**src/rtl/ram_cache_ctrl_pkg.sv**
```systemverilog
// Shared types for ram_cache_ctrl: FSM states, register bundle and its reset value.
// Optional statistics counters are compiled in with RAM_CACHE_CTRL_STAT_EN.
package ram_cache_ctrl_pkg;

    localparam int unsigned ABITS  = 6;
    localparam int unsigned DBITS  = 128;
    localparam int unsigned NBYTES = DBITS / 8;
    localparam int unsigned STATW  = 32;

    typedef enum logic [1:0] {
        INIT    = 2'd0,
        IDLE    = 2'd1,
        RD_WAIT = 2'd2,
        RESP    = 2'd3
    } state_e;

    typedef struct packed {
        state_e             state;
        logic [ABITS-1:0]   cnt;
        logic [ABITS-1:0]   addr;
        logic               init_done;
        logic               resp_valid;
        logic [DBITS-1:0]   rdata;
        logic               flush_pending;
`ifdef RAM_CACHE_CTRL_STAT_EN
        logic [STATW-1:0]   stat_rd;
        logic [STATW-1:0]   stat_wr;
`endif
    } regs_t;

    localparam regs_t REGS_RST = '{
        state:         INIT,
        cnt:           '0,
        addr:          '0,
        init_done:     1'b0,
        resp_valid:    1'b0,
        rdata:         '0,
        flush_pending: 1'b0
`ifdef RAM_CACHE_CTRL_STAT_EN
        ,
        stat_rd:       '0,
        stat_wr:       '0
`endif
    };

`ifdef RAM_CACHE_CTRL_STAT_EN
    // Saturating increment for the statistics counters.
    function automatic logic [STATW-1:0] sat_inc(input logic [STATW-1:0] v);
        return (v == '1) ? v : v + STATW'(1);
    endfunction
`endif

endpackage

```
**src/rtl/ram_cache_ctrl_if.sv**
```systemverilog
// Request/response channel, flush control and RAM port bundle for ram_cache_ctrl.
// slave = controller side, master = requester/RAM side.
interface ram_cache_ctrl_if
    import ram_cache_ctrl_pkg::*;
#(
    parameter int unsigned abits = ABITS,
    parameter int unsigned dbits = DBITS
) ();

    logic                 i_flush;
    logic                 o_init_done;
    logic                 i_req_valid;
    logic                 o_req_ready;
    logic                 i_req_write;
    logic [abits-1:0]     i_req_addr;
    logic [dbits/8-1:0]   i_req_wstrb;
    logic [dbits-1:0]     i_req_wdata;
    logic                 o_resp_valid;
    logic                 i_resp_ready;
    logic [dbits-1:0]     o_resp_rdata;
    logic [abits-1:0]     o_ram_addr;
    logic [dbits/8-1:0]   o_ram_wena;
    logic [dbits-1:0]     o_ram_wdata;
    logic [dbits-1:0]     i_ram_rdata;

    modport slave (
        input  i_flush, i_req_valid, i_req_write, i_req_addr, i_req_wstrb, i_req_wdata,
        input  i_resp_ready, i_ram_rdata,
        output o_init_done, o_req_ready, o_resp_valid, o_resp_rdata,
        output o_ram_addr, o_ram_wena, o_ram_wdata
    );

    modport master (
        output i_flush, i_req_valid, i_req_write, i_req_addr, i_req_wstrb, i_req_wdata,
        output i_resp_ready, i_ram_rdata,
        input  o_init_done, o_req_ready, o_resp_valid, o_resp_rdata,
        input  o_ram_addr, o_ram_wena, o_ram_wdata
    );

endinterface

```
**src/rtl/ram_cache_ctrl.sv**
```systemverilog
// Front-end for a byte-write-enabled single-port cache data RAM: accepts
// read/write requests, returns held read responses, and zero-sweeps the
// array after reset and on flush. Define RAM_CACHE_CTRL_STAT_EN for
// saturating accepted-read/write counters.
module ram_cache_ctrl
    import ram_cache_ctrl_pkg::*;
#(
    parameter int unsigned abits = ABITS,
    parameter int unsigned dbits = DBITS
) (
    input  logic                i_clk,
    input  logic                i_rst,
    ram_cache_ctrl_if.slave     bus
`ifdef RAM_CACHE_CTRL_STAT_EN
    ,
    output logic [STATW-1:0]    o_stat_rd,
    output logic [STATW-1:0]    o_stat_wr
`endif
);

    regs_t                r_q;
    regs_t                r_d;
    logic                 req_ready_c;
    logic [abits-1:0]     ram_addr_c;
    logic [dbits/8-1:0]   ram_wena_c;
    logic [dbits-1:0]     ram_wdata_c;

    // State register bundle.
    always_ff @(posedge i_clk or posedge i_rst) begin
        if (i_rst) begin
            r_q <= REGS_RST;
        end else begin
            r_q <= r_d;
        end
    end

    // Next-state and RAM port drive.
    always_comb begin
        r_d         = r_q;
        req_ready_c = 1'b0;
        ram_addr_c  = r_q.addr;
        ram_wena_c  = '0;
        ram_wdata_c = '0;

        case (r_q.state)
            INIT: begin
                // Sweep: one zero line per cycle; flush is ignored here.
                ram_addr_c = r_q.cnt;
                ram_wena_c = '1;
                r_d.cnt    = r_q.cnt + ABITS'(1);
                if (r_q.cnt == '1) begin
                    r_d.state     = IDLE;
                    r_d.init_done = 1'b1;
                end
            end
            IDLE: begin
                ram_addr_c = bus.i_req_addr;
                if (bus.i_flush || r_q.flush_pending) begin
                    // Flush wins over a coincident request.
                    r_d.state         = INIT;
                    r_d.cnt           = '0;
                    r_d.init_done     = 1'b0;
                    r_d.flush_pending = 1'b0;
`ifdef RAM_CACHE_CTRL_STAT_EN
                    r_d.stat_rd       = '0;
                    r_d.stat_wr       = '0;
`endif
                end else begin
                    req_ready_c = 1'b1;
                    if (bus.i_req_valid) begin
                        if (bus.i_req_write) begin
                            ram_wena_c  = bus.i_req_wstrb;
                            ram_wdata_c = bus.i_req_wdata;
`ifdef RAM_CACHE_CTRL_STAT_EN
                            r_d.stat_wr = sat_inc(r_q.stat_wr);
`endif
                        end else begin
                            r_d.addr    = bus.i_req_addr;
                            r_d.state   = RD_WAIT;
`ifdef RAM_CACHE_CTRL_STAT_EN
                            r_d.stat_rd = sat_inc(r_q.stat_rd);
`endif
                        end
                    end
                end
            end
            RD_WAIT: begin
                r_d.rdata         = bus.i_ram_rdata;
                r_d.resp_valid    = 1'b1;
                r_d.state         = RESP;
                r_d.flush_pending = r_q.flush_pending | bus.i_flush;
            end
            RESP: begin
                r_d.flush_pending = r_q.flush_pending | bus.i_flush;
                if (bus.i_resp_ready) begin
                    r_d.resp_valid = 1'b0;
                    r_d.state      = IDLE;
                end
            end
            default: begin
                r_d = REGS_RST;
            end
        endcase
    end

    assign bus.o_init_done  = r_q.init_done;
    assign bus.o_resp_valid = r_q.resp_valid;
    assign bus.o_resp_rdata = r_q.rdata;
    assign bus.o_req_ready  = req_ready_c;
    assign bus.o_ram_addr   = ram_addr_c;
    assign bus.o_ram_wena   = ram_wena_c;
    assign bus.o_ram_wdata  = ram_wdata_c;

`ifdef RAM_CACHE_CTRL_STAT_EN
    assign o_stat_rd = r_q.stat_rd;
    assign o_stat_wr = r_q.stat_wr;
`endif

endmodule

```
**src/flat_wrapper.sv**
```systemverilog
// flat-port wrapper written by rule: the top's interface ports become plain ports
module ram_cache_ctrl_flat import ram_cache_ctrl_pkg::*;
#(
    parameter int unsigned abits = ABITS,
    parameter int unsigned dbits = DBITS
)
  (i_clk, i_rst, bus_i_flush, bus_i_req_valid, bus_i_req_write, bus_i_req_addr, bus_i_req_wstrb, bus_i_req_wdata, bus_i_resp_ready, bus_i_ram_rdata, bus_o_init_done, bus_o_req_ready, bus_o_resp_valid, bus_o_resp_rdata, bus_o_ram_addr, bus_o_ram_wena, bus_o_ram_wdata);
  ram_cache_ctrl_if #(.abits(abits), .dbits(dbits)) bus_i ();
  input  logic i_clk;
  input  logic i_rst;
  input wire logic [$bits(bus_i.i_flush)-1:0] bus_i_flush;
  input wire logic [$bits(bus_i.i_req_valid)-1:0] bus_i_req_valid;
  input wire logic [$bits(bus_i.i_req_write)-1:0] bus_i_req_write;
  input wire logic [$bits(bus_i.i_req_addr)-1:0] bus_i_req_addr;
  input wire logic [$bits(bus_i.i_req_wstrb)-1:0] bus_i_req_wstrb;
  input wire logic [$bits(bus_i.i_req_wdata)-1:0] bus_i_req_wdata;
  input wire logic [$bits(bus_i.i_resp_ready)-1:0] bus_i_resp_ready;
  input wire logic [$bits(bus_i.i_ram_rdata)-1:0] bus_i_ram_rdata;
  output wire logic [$bits(bus_i.o_init_done)-1:0] bus_o_init_done;
  output wire logic [$bits(bus_i.o_req_ready)-1:0] bus_o_req_ready;
  output wire logic [$bits(bus_i.o_resp_valid)-1:0] bus_o_resp_valid;
  output wire logic [$bits(bus_i.o_resp_rdata)-1:0] bus_o_resp_rdata;
  output wire logic [$bits(bus_i.o_ram_addr)-1:0] bus_o_ram_addr;
  output wire logic [$bits(bus_i.o_ram_wena)-1:0] bus_o_ram_wena;
  output wire logic [$bits(bus_i.o_ram_wdata)-1:0] bus_o_ram_wdata;
  assign bus_i.i_flush = bus_i_flush;
  assign bus_i.i_req_valid = bus_i_req_valid;
  assign bus_i.i_req_write = bus_i_req_write;
  assign bus_i.i_req_addr = bus_i_req_addr;
  assign bus_i.i_req_wstrb = bus_i_req_wstrb;
  assign bus_i.i_req_wdata = bus_i_req_wdata;
  assign bus_i.i_resp_ready = bus_i_resp_ready;
  assign bus_i.i_ram_rdata = bus_i_ram_rdata;
  assign bus_o_init_done = bus_i.o_init_done;
  assign bus_o_req_ready = bus_i.o_req_ready;
  assign bus_o_resp_valid = bus_i.o_resp_valid;
  assign bus_o_resp_rdata = bus_i.o_resp_rdata;
  assign bus_o_ram_addr = bus_i.o_ram_addr;
  assign bus_o_ram_wena = bus_i.o_ram_wena;
  assign bus_o_ram_wdata = bus_i.o_ram_wdata;
  ram_cache_ctrl #(.abits(abits), .dbits(dbits)) u_core (.i_clk(i_clk), .i_rst(i_rst), .bus(bus_i));
endmodule
```
**config.mk**
```make
export PLATFORM = sky130hd
export DESIGN_NAME = ram_cache_ctrl_flat
export DESIGN_NICKNAME = d
export VERILOG_FILES = /design/src/rtl/ram_cache_ctrl_pkg.sv /design/src/rtl/ram_cache_ctrl_if.sv /design/src/rtl/ram_cache_ctrl.sv /design/src/flat_wrapper.sv
export SDC_FILE = /design/constraint.sdc
export NUM_CORES = 1
export LEC_CHECK = 0
export BUFFER_PORTS_ARGS = -buffer_cell sky130_fd_sc_hd__buf_4
export CORE_AREA = 2 2 222 224
export CTS_CLUSTER_DIAMETER = 100
export DETAILED_ROUTE_END_ITERATION = 8
export DIE_AREA = 0 0 224 226
export SLEW_MARGIN = 40
export SYNTH_ARGS = -nofsm -noshare
export SYNTH_HDL_FRONTEND = slang
export SYNTH_SLANG_ARGS = --single-unit
```
**constraint.sdc**
```tcl
create_clock -name i_clk -period 15.4 [get_ports i_clk]
set_clock_uncertainty 0.05 [all_clocks]
set_input_delay 3.08 -clock i_clk [delete_from_list [all_inputs] [get_ports i_clk]]
set_output_delay 3.08 -clock i_clk [all_outputs]
set_load 0.005 [all_outputs]
```
* Word-level counts from Yosys, hierarchy flattened
Index checks and enable logic that the tools add are counted.
** Cells by class
- Bitwise operators :: 3
- Add/sub/neg operators :: 1
- Reduce and logical (&&, ||, !) cells :: 12
- Multiplexer cells :: 25
- Equal/unequal tests :: 9
** Operators with widths (count)
- $mux W128 :: 4
- $mux W16 :: 3
- $pmux W16 S2 :: 1
- $pmux W6 S2 :: 2
- $mux W2 :: 5
- $pmux W2 S4 :: 1
- $reduce_and A4 Y1 :: 2
- $add A6 B1 Y6 const B :: 1
- $eq A6 B6 Y1 const B :: 1
- $mux W6 :: 1
- $ne A3 B2 Y1 const B :: 2
- $pmux W1 S2 :: 3
- $reduce_and A2 Y1 :: 3
- $reduce_bool A2 Y1 :: 3
- $mux W1 :: 5
- $eq A2 B2 Y1 const B :: 2
- $ne A2 B1 Y1 const B :: 2
- $reduce_and A3 Y1 :: 1
- $eq A2 B1 Y1 const B :: 1
- $logic_not A2 Y1 :: 1
- $ne A2 B2 Y1 const B :: 1
- $not A1 Y1 :: 2
- $reduce_or A2 Y1 :: 1
- $logic_or A1 B1 Y1 :: 1
- $or A1 B1 Y1 :: 1
** Storage, ports and cells
- Register bits after elaboration :: 145
- Output and inout port bits :: 281
- Input bits :: 284
- Logic and storage cells :: 57

* Depth between registers and ports, before layout
- Word-level depth :: 4
- Depth in mapped cells :: 10
- Depth with buffers taken out :: 6

* Least setup slack after synthesis
Ideal clock, no wire load.
- Path type :: input to output
- Start point :: in bus_i_flush
- End point :: out bus_o_ram_wena[0]
- Path buffers :: 3
- Stages :: 8
- Data arrival time :: 4.001 ns
- Data required time :: 12.270 ns
- Slack :: 8.269 ns
- Cell sequence :: nor2_2 nand2_2 inv_4 and3_4 buf_6 buf_8 buf_6 a21o_1
** On the way
- Cells in the longest elaborated chain, start to end :: 3
** Ends and longest elaborated chain
- from (decl) :: line flat_wrapper.sv:11 : input wire logic [$bits(bus_i.i_flush)-1:0] bus_i_flush;
- $logic_or A1 B1 Y1 :: line ram_cache_ctrl.sv:58 : if (bus.i_flush || r_q.flush_pending) begin
- $mux W16 :: line ram_cache_ctrl.sv:58
- $pmux W16 S2 :: line ram_cache_ctrl.sv:45 : case (r_q.state)
- to (decl) :: line flat_wrapper.sv:24 : output wire logic [$bits(bus_i.o_ram_wena)-1:0] bus_o_ram_wena;
No other way between the ends.

* Worst setup path after layout
- Start point :: in bus_i_flush
- End point :: out bus_o_ram_wdata[4]
** On the way
- Cells in the longest elaborated chain, start to end :: 3
** Ends and longest elaborated chain
- $logic_or A1 B1 Y1 :: line ram_cache_ctrl.sv:58
- $mux W128 :: line ram_cache_ctrl.sv:58
- $mux W128 :: line ram_cache_ctrl.sv:45
- to (decl) :: line flat_wrapper.sv:25 : output wire logic [$bits(bus_i.o_ram_wdata)-1:0] bus_o_ram_wdata;
No other way between the ends.

==> qor.tcl <==
set qor(cts_hold_repair.buffers) 0
set qor(post_synth_xor_area_fraction_pct) 0.5674
set qor(setup_viol_count_final) 0
set qor(num-nets-final) 1376
set qor(post_drt_via_cell_ratio) 3.742
set qor(die-area_mm2) 0.05062
set qor(cts.sinks) 145
set qor(synthesis.nets) 952
set qor(placedInstanceArea_mm2) 0.01162
set qor(grt_setup_unrepaired) {no}
set qor(synth_simple_gate_area_share_pct) 12.45
set qor(first_iter_violations) 165
set qor(drt_drc_violations_left) 0
set qor(gr-usage-all-layers_pct) 13.07
set qor(drtPass1Iterations) 4
set qor(yosys_warnings) 0
set qor(setup-tns-final_ns) 0
set qor(cp_startpoint_kind) {primary input}
set qor(fmax_mhz) 126.0
set qor(peak_supply_drop_mv) 0.1185
set qor(crit_type) {in -> out}
set qor(cts_htree_levels) 4
set qor(floorplan.core_area_mm2) 0.04834
set qor(largest_family_of_logic_cells_by_synthesized_area) {multiplexers}
set qor(globalRouteOverflowTotal) 0
set qor(clkLatencyLatePin_ns) 0.47
set qor(post_route_cells_drive_above_1_share_pct) 67.24
set qor(power_density_mw_per_mm2) 165.1
set qor(share_of_the_synthesized_area_in_compound_gates_ao_oa_aoi_oai_pct) 3.048
set qor(wire_per_inst_um) 19.71
set qor(synthToLayoutAreaGrowth_pct) 58.80
set qor(postSynthAreaPerCell_um2) 11.66
set qor(synth.area.mux_share_pct) 20.07
set qor(part_of_the_yosys_area_used_for_sequential_elements_pct) 47.02
set qor(synthDistinctLibCells) 31
set qor(cp_max_fo) 73
set qor(hold_viol_final) 0
set qor(io_buffers) 564
set qor(stdcell_area_mm2) 0.01226
set qor(hold_path_depth) 1
set qor(cts.reportedPaths.clkPinSlew_ns) 0.05
set qor(chipWidth_um) 224
set qor(route.vias.total) 6459
set qor(critPathArrivalTime_ns) 4.81
set qor(worstRegToRegCells) 5
set qor(p_leak_uw) 0.006132
set qor(num_io_pins) 565
set qor(drt_wl_total_mm) 34.02
set qor(cts-root-buf) {clkbuf_16}
set qor(synth_enable_flop_cells) 0
set qor(ff2ff_setup_slack_ns) 12.88
set qor(initial_core_util_pct) 15.96
set qor(gp_congestion) 0.8765
set qor(tightest_slew_ns) 0.6591
set qor(synthFlopType) {dfrtp_1}
set qor(grt_first_pass_wirelength_mm) 47.19
set qor(layout_worst_path_cycle_share_pct) 51.55
set qor(max-clock-path-buffers) 2
set qor(synthArstFlopShare_pct) 100.0
set qor(number_of_standard_cells_in_the_layout_taps_in_and_fillers_out) 1726
set qor(cts_inserted_buffers) 17
set qor(worst-endpoint-required_ns) 12.27
set qor(synth-seq-cells) 145
set qor(min_period_ns) 7.939
set qor(run_status) {finished clean}
set qor(max-slew-margin-rel_pct) 56.06
set qor(endpoint_kind) {output pin}
set qor(hold_path.class) {reg -> reg}
set qor(grt_antenna_before_repair) 8
set qor(grt_max_degree) 86
set qor(first_global_vias) 6928
set qor(cts_tree) {done}
set qor(dp_hpwl_mm) 28.06
set qor(drv_cap) 0
set qor(synth_adder_area_share_pct) 0.9728
set qor(die_height_um) 226
set qor(syn_area_mm2) 0.007717
set qor(final_max_slew_viol_count) 0
set qor(fp-row-count) 81
set qor(detail-route-antenna-nets) 0
set qor(post-cts-setup-buffers) 0
set qor(post_cts_resize_count) 0
set qor(placed_cells) 1689
set qor(syn_inst) 662
[synth_stat cells, types with 2 or more instances]
library cell | n | area share [%]
buf_6 | 8 | 1.2
inv_1 | 6 | 0.29
nor2b_1 | 3 | 0.24
mux2_2 | 134 | 20
xor2_1 | 4 | 0.45
o21ai_0 | 9 | 0.58
nand4_1 | 2 | 0.16
clkbuf_2 | 7 | 0.45
nor2_1 | 2 | 0.097
dfrtp_1 | 145 | 47
a21o_1 | 16 | 1.6
clkbuf_1 | 3 | 0.15
nand2_1 | 23 | 1.1
ha_1 | 6 | 0.97
buf_2 | 16 | 1.0
a22oi_1 | 6 | 0.58
mux2i_1 | 4 | 0.52
buf_4 | 128 | 12
and2_1 | 128 | 10
[cells by family (layout without fill, tap and decap cells)]
family / count (synthesis) / after routing
XOR/XNOR: 5 / 5
adder cells (fa/ha/maj): 6 / 6
multiplexers: 138 / 138
AO/OA/AOI/OAI: 34 / 34
other: 0 / 5
buffers and inverters: 171 / 608
AND/OR/NAND/NOR: 163 / 163
flip-flops: 145 / 145
[layout make-up]
type	count	area (um^2)
multi-input combinational	346	2877
clock inverter	13	186.4
timing repair buffer	569	4304
sequential	145	3628
clock buffer	19	432.9
inverter	7	36.28
tap	622	778.2
antenna	5	12.51
fill	5191	36090
[worst max-delay path, stage by stage]
cell	delay, ns
buf_4	0.12
nor2_2	0.10
nand2_2	0.09
inv_4	0.15
and3_4	0.58
buf_12	0.30
and2_1	0.22
buf_4	0.13
[path summary, 6_finish.rpt]
kind                                        startpoint                          end
max                                        bus_i_flush           bus_o_ram_wdata[4]
min                        u_core.bus.o_resp_rdata[36]  u_core.bus.o_resp_rdata[36]
min reg2reg                u_core.bus.o_resp_rdata[36]  u_core.bus.o_resp_rdata[36]
max reg2reg                            u_core.r_q[143]  u_core.bus.o_resp_rdata[91]
min in group asynchronous                        i_rst   u_core.bus.o_resp_rdata[4]
max in group asynchronous                        i_rst              u_core.r_q[132]
[layer usage]
layer	GRT usage, %	share of wire (%)	wire length (um)
met5	0	0.10	34
met1	12.03	32	10900
met4	7.290	4.4	1485
met3	6.206	10	3510
met2	23.66	53	18090
[report_power, final]
group          total, uW  leakage, uW  internal, uW  switching (uW)
registers            679      0.00175           571             109
clock network        445     0.000301           271             175
logic                899      0.00408           551             347
total               2020      0.00613          1390             631
[state kept, by name, summed over array words and instances, names as in the netlist]
| signal | count |
|---|---|
| u_core.bus.o_resp_rdata | 128 |
| u_core.bus.o_resp_valid | 1 |
| u_core.bus.o_init_done | 1 |
| u_core.r_q | 15 |
[cells in the final DEF (no fill, tap or decap), types with 3 or more instances in the layout]
cell,Yosys,routed
clkbuf_16,0,17
nand2_1,23,23
and2_1,128,128
xor2_1,4,4
diode_2,0,5
a21o_1,16,16
inv_1,6,5
dfrtp_1,145,145
mux2_2,134,134
o21ai_0,9,9
ha_1,6,5
buf_4,128,565
nor2b_1,3,3
clkinv_2,0,3
mux2i_1,4,4
a22oi_1,6,6
clkinv_4,0,4
bufinv_16,0,4
[through the flow]
| stage | total power [uW] | setup slack [ns] | hold WS [ns] | util, % |
|---|---|---|---|---|
| global route | 2152 | 7.326 | 0.4671 | 25.35 |
| finish | 2024 | 7.461 | 0.4543 | 25.35 |
| detailed placement | 1601 | 7.480 | 0.4436 | 24.03 |
| CTS | 2068 | 7.475 | 0.4588 | 25.31 |
| floorplan | 1284 | 8.269 | 0.4293 | - |
| global placement | 1574 | 7.315 | 0.4361 | 23.94 |
No activity file was read; power rests on OpenSTA's default activity.
